--- src/rtl/signed_magnitude_display_if.sv ---
// signed_magnitude_display_if: switch inputs and LED/status outputs of the sign/magnitude display.
interface signed_magnitude_display_if #(
    parameter int W = 3
);
    localparam int LEDS = 2 ** (W - 1) + 1;
    logic [W-1:0] sw;
    logic mode;
    logic led_sign;
    logic [LEDS-1:0] led_mag;
    logic [W-1:0] mag;
    logic busy;
    logic update;
    modport master (output sw, mode, input led_sign, led_mag, mag, busy, update);
    modport slave (input sw, mode, output led_sign, led_mag, mag, busy, update);
endinterface

--- src/rtl/signed_magnitude_display.sv ---
// signed_magnitude_display: synchronised, debounced two's-complement switches to sign LED,
// binary magnitude and one-hot/thermometer LED bar via a bit-serial negator.
module signed_magnitude_display #(
    parameter int W = 3,
    parameter int DEBOUNCE = 4
) (
    input logic CLOCK_50,
    input logic reset,
    signed_magnitude_display_if.slave bus
);
    localparam int LEDS = 2 ** (W - 1) + 1;
    localparam int DW = $clog2(DEBOUNCE + 1);
    localparam int BW = $clog2(W + 1);
    typedef enum logic [1:0] {IDLE, CONV, SHOW} state_t;
    state_t state, state_n;
    logic [W-1:0] s1, s2, cand, committed, sh, mag_r;
    logic [DW-1:0] cnt;
    logic [BW-1:0] bit_cnt;
    logic neg, mode_l, seen_one, stable, accept, conv_done, out_bit;
    logic [LEDS-1:0] bar;

    assign stable = (cnt == DW'(DEBOUNCE - 1)) && (s2 == cand);
    assign accept = stable && (cand != committed) && (state == IDLE);
    assign conv_done = bit_cnt == BW'(W - 1);
    // copy bits up to and including the first one, invert the rest
    assign out_bit = (neg && seen_one) ? ~sh[0] : sh[0];
    assign bus.busy = state != IDLE;

    always_ff @(posedge CLOCK_50) begin
        if (reset) state <= IDLE;
        else state <= state_n;
    end

    always_comb begin
        state_n = state;
        state_n = (state == IDLE) ? (accept ? CONV : IDLE) :
                  (state == CONV) ? (conv_done ? SHOW : CONV) : IDLE;
    end

    always_comb begin
        bar = '0;
        for (int i = 0; i < LEDS; i++) bar[i] = mode_l ? (i <= int'(mag_r)) : (i == int'(mag_r));
    end

    always_ff @(posedge CLOCK_50) begin
        if (reset) begin
            s1 <= '0;
            s2 <= '0;
            cand <= '0;
            committed <= '0;
            cnt <= '0;
            sh <= '0;
            mag_r <= '0;
            bit_cnt <= '0;
            neg <= 1'b0;
            mode_l <= 1'b0;
            seen_one <= 1'b0;
            bus.mag <= '0;
            bus.led_sign <= 1'b0;
            bus.led_mag <= LEDS'(1);
            bus.update <= 1'b0;
        end else begin
            s1 <= bus.sw;
            s2 <= s1;
            if (s2 != cand) begin
                cand <= s2;
                cnt <= '0;
            end else if (cnt != DW'(DEBOUNCE - 1)) begin
                cnt <= cnt + 1'b1;
            end
            bus.update <= state == SHOW;
            if (accept) begin
                committed <= cand;
                sh <= cand;
                neg <= cand[W-1];
                mode_l <= bus.mode;
                seen_one <= 1'b0;
                bit_cnt <= '0;
            end
            if (state == CONV) begin
                sh <= sh >> 1;
                mag_r <= {out_bit, mag_r[W-1:1]};
                seen_one <= seen_one | sh[0];
                bit_cnt <= bit_cnt + 1'b1;
            end
            if (state == SHOW) begin
                bus.mag <= mag_r;
                bus.led_sign <= neg;
                bus.led_mag <= bar;
            end
        end
    end
endmodule
--- src/flat_wrapper.sv ---
// flat-port wrapper written by rule: the top's interface ports become plain ports
module signed_magnitude_display_flat 
#(
    parameter int W = 3,
    parameter int DEBOUNCE = 4
)
  (CLOCK_50, reset, bus_sw, bus_mode, bus_led_sign, bus_led_mag, bus_mag, bus_busy, bus_update);
  signed_magnitude_display_if #(.W(W)) bus_i ();
  input logic CLOCK_50;
  input logic reset;
  input wire logic [$bits(bus_i.sw)-1:0] bus_sw;
  input wire logic [$bits(bus_i.mode)-1:0] bus_mode;
  output wire logic [$bits(bus_i.led_sign)-1:0] bus_led_sign;
  output wire logic [$bits(bus_i.led_mag)-1:0] bus_led_mag;
  output wire logic [$bits(bus_i.mag)-1:0] bus_mag;
  output wire logic [$bits(bus_i.busy)-1:0] bus_busy;
  output wire logic [$bits(bus_i.update)-1:0] bus_update;
  assign bus_i.sw = bus_sw;
  assign bus_i.mode = bus_mode;
  assign bus_led_sign = bus_i.led_sign;
  assign bus_led_mag = bus_i.led_mag;
  assign bus_mag = bus_i.mag;
  assign bus_busy = bus_i.busy;
  assign bus_update = bus_i.update;
  signed_magnitude_display #(.W(W), .DEBOUNCE(DEBOUNCE)) u_core (.CLOCK_50(CLOCK_50), .reset(reset), .bus(bus_i));
endmodule
--- config.mk ---
export PLATFORM = sky130hd
export DESIGN_NAME = signed_magnitude_display_flat
export DESIGN_NICKNAME = d
export VERILOG_FILES = /design/src/rtl/signed_magnitude_display_if.sv /design/src/rtl/signed_magnitude_display.sv /design/src/flat_wrapper.sv
export SDC_FILE = /design/constraint.sdc
export NUM_CORES = 1
export LEC_CHECK = 0
export CORE_MARGIN = 1.5
export CORE_UTILIZATION = 39
export CTS_CLUSTER_DIAMETER = 100
export CTS_CLUSTER_SIZE = 40
export DETAILED_ROUTE_END_ITERATION = 10
export SETUP_SLACK_MARGIN = 0.1
export SYNTH_ARGS = -nofsm -noshare
export SYNTH_HDL_FRONTEND = slang
export SYNTH_SLANG_ARGS = --single-unit
--- constraint.sdc ---
create_clock -name CLOCK_50 -period 1.6 [get_ports CLOCK_50]
set_input_delay 0.32 -clock CLOCK_50 [delete_from_list [all_inputs] [get_ports CLOCK_50]]
set_output_delay 0.32 -clock CLOCK_50 [all_outputs]
set_load 0.1 [all_outputs]
==> results_dict.tcl <==
set metrics [dict create \
    vias 1195 \
    rows 22 \
    fin_crit_sh_pct 94.1 \
    worstRegToRegCells 6 \
    final-setup-viol-count 0 \
    routed_wl_um 2770 \
    start_kind "flip-flop" \
    drt_iter0_markers 40 \
    required_ns 1.78 \
    criticalPathCategory "flip-flop to flip-flop" \
    drc 0 \
    synth_cell_types 33 \
    drt_first_pass_iters 4 \
    layout_common_cells "33 x dfxtp_1, 21 x nand2_1, 18 x a21oi_1" \
    antenna_found_initial 0 \
    wl_met1_um 1260 \
    vias_per_cell 5.13 \
    synth_area_per_cell_um2 8.99 \
    hold_depth 1 \
    hold_buffers 0 \
    num_io_pins 17 \
    period_minus_slack_ns 1.51 \
    powerDensity_mw_per_mm2 858 \
    dp_hpwl_um 1940 \
    hold_slack_ns 0.443 \
    h-tree-depth 2 \
    endpoint_kind "flip-flop" \
    maxCapViolCount 0 \
    ff2ff_setup_slack_ns 0.09 \
    clkSinkCount 37 \
    track_usage_pct 15.5 \
    peakVddDrop_mv 0.559 \
    synth_seq_cells 37 \
    p_leak_nw 0.682 \
    top_layer "met4" \
    place_ws_ns 0.0272 \
    multi_input_area_um2 738 \
    diodes 0 \
    syn_area_mm2 0.00150 \
    areaGrowthSynthToFinish_pct 31.2 \
    tightest_slew_ns 0.379 \
    start_util_pct 40.7 \
    mostFrequentLayoutCell "dfxtp_1" \
    overflow 0 \
    ctsRootBufferMaster "clkbuf_8" \
    clockBufferDepth 2 \
    nFillCells 336 \
    core_mm2 0.00369 \
    grt_pass1_wl_um 5010 \
    fmax_mhz 664 \
    die_w_um 65.0 \
    tns_ns 0 \
    place_congestion 0.789 \
    final_nets 194 \
    rsz0062_at_grt "true" \
    hold_path_class "flip-flop to flip-flop" \
    synth_cells 167 \
    regArea_um2 746 \
    status "complete, no violations" \
    hold_start "u_core.s1[0]$_SDFF_PP0_" \
    r2r_start "u_core.cnt[0]$_SDFFE_PP0P_" \
    fin_worst_skew_ns 0.00668 \
    cts_tree "built" \
    port_buffers 16 \
    min_to "u_core.s2[0]$_SDFF_PP0_" \
    first_global_vias 1119 \
    finalWorstSetupSlack_ns 0.0942 \
    ys_warn_count 0 \
    maxSlewHeadroom_pct 74.7 \
    cp_max_fo 6 \
    synth-seq-area-share_pct 49.3 \
    path_clk_slew_ns 0.07 \
    arrival_ns 1.69 \
    die_area_mm2 0.00423 \
    wl_met2_um 1290 \
    numCtsBuffers 5 \
    slew_viol_final 0 \
    die_h_um 65.0 \
    drtAntennaViolNets 0 \
    synth_fp_nets 176 \
    hold_violations 0 \
    clock_latency_ns 0.29 \
    route.met3.wl_um 167 \
    drive_gt1_share_pct 20.5 \
    wire_per_inst_um 11.9 \
    grt_max_degree 38 \
    reg2reg_to "u_core.sh[0]$_SDFFE_PP0P_" \
]
## worst max-delay path by stage
stage | startpoint | to | slack [ns] | cells after the start
after floorplan | u_core.cnt[1]$_SDFFE_PP0P_ | u_core.sh[0]$_SDFFE_PP0P_ | 0.13 | 6
after global placement | u_core.cnt[1]$_SDFFE_PP0P_ | u_core.sh[0]$_SDFFE_PP0P_ | 0.08 | 6
after detailed placement | u_core.cnt[1]$_SDFFE_PP0P_ | u_core.sh[2]$_SDFFE_PP0P_ | 0.03 | 6
after CTS | u_core.cnt[0]$_SDFFE_PP0P_ | u_core.sh[0]$_SDFFE_PP0P_ | 0.09 | 6
after global routing | u_core.cnt[0]$_SDFFE_PP0P_ | u_core.bit_cnt[1]$_SDFFE_PP0P_ | -0.009 | 7
final | u_core.cnt[0]$_SDFFE_PP0P_ | u_core.sh[0]$_SDFFE_PP0P_ | 0.09 | 6
## per-stage QoR
| step | cells | total power [mW] | util (%) | cell area (µm²) |
|---|---|---|---|---|
| after global placement | 224 | 1.06 | 50.2 | 1850 |
| after CTS | 233 | 1.71 | 53.3 | 1970 |
| after global routing | 233 | 1.77 | 53.4 | 1970 |
| after floorplan | 167 | 1.03 | - | 1530 |
| after detailed placement | 224 | 1.06 | 50.2 | 1850 |
| final | 233 | 1.69 | 53.4 | 1970 |
## state kept, by name (all words and copies together), names as in the netlist
name / flops
u_core.state: 2
u_core.committed: 2
u_core.cand: 3
u_core.mode_l: 1
u_core.bus.update: 1
u_core.s1: 3
u_core.mag_r: 3
u_core.seen_one: 1
u_core.s2: 3
u_core.neg: 1
u_core.bus.led_sign: 1
u_core.cnt: 3
u_core.bus.mag: 3
u_core.bit_cnt: 2
u_core.bus.led_mag: 5
u_core.sh: 3
## critical path: stages, from the launching register on
cell	delay, ns
dfxtp_2	0.35
ha_4	0.14
ha_4	0.12
nor3b_4	0.19
and4bb_4	0.31
nand2_2	0.06
o221a_1	0.23
## where the power goes
group,internal (mW),switching [mW]
Sequential,0.937,0.0112
Combinational,0.0479,0.0476
Clock,0.341,0.304
Total,1.33,0.362
## layer usage
layer	GRT usage, %	vias up
met1	18.5	555
met3	5.56	7
met4	7.29	0
met2	24.9	26
li1	-	607
met5	0	-
## cells in the mapped netlist
master | n | area share, %
dfxtp_1 | 37 | 49
nand2_1 | 22 | 5.5
a21oi_1 | 18 | 6.0
nor2_1 | 12 | 3.0
nor2b_1 | 12 | 5.0
clkbuf_1 | 6 | 1.5
nand3_1 | 6 | 2.0
o21ai_0 | 6 | 2.0
nand2b_1 | 4 | 1.7
o211ai_1 | 4 | 2.0
xnor2_1 | 4 | 2.3
xor2_1 | 4 | 2.3
buf_2 | 3 | 1.0
ha_1 | 3 | 2.5
nor3_1 | 3 | 1.0
o21ai_1 | 3 | 1.0
a211oi_1 | 2 | 1.0
inv_1 | 2 | 0.50
o21ai_2 | 2 | 1.2
a211oi_2 | 1 | 0.83
a311oi_1 | 1 | 0.58
a31oi_1 | 1 | 0.42
and3_1 | 1 | 0.42
and4bb_4 | 1 | 1.1
buf_6 | 1 | 0.75
clkbuf_2 | 1 | 0.33
mux2i_1 | 1 | 0.67
nand4bb_1 | 1 | 0.75
nor3b_1 | 1 | 0.50
nor3b_2 | 1 | 0.83
o211ai_2 | 1 | 0.83
o221a_1 | 1 | 0.75
or2_2 | 1 | 0.42
## cells by family after synthesis
group	after synthesis	synth area share, %
AND/OR/NAND/NOR	65	22.2
AO/OA/AOI/OAI	40	16.6
flip-flops	37	49.3
buffers and inverters	13	4.08
XOR/XNOR	8	4.67
adder cells (fa/ha/maj)	3	2.50
multiplexers	1	0.667
## cell type report
cell class | count | area share, %
sequential | 37 | 37.9
clock buffer | 7 | 4.38
timing repair buffer | 22 | 16.8
inverter | 2 | 0.381
tap | 48 | 3.05
multi-input combinational | 117 | 37.5
## repair_timing
action	CTS	global route
endpoints found under the setup margin	9	10
gates resized for setup	3	2
pin swaps	2	0
buffers inserted	2	0
(Power assumes the default switching activity.)
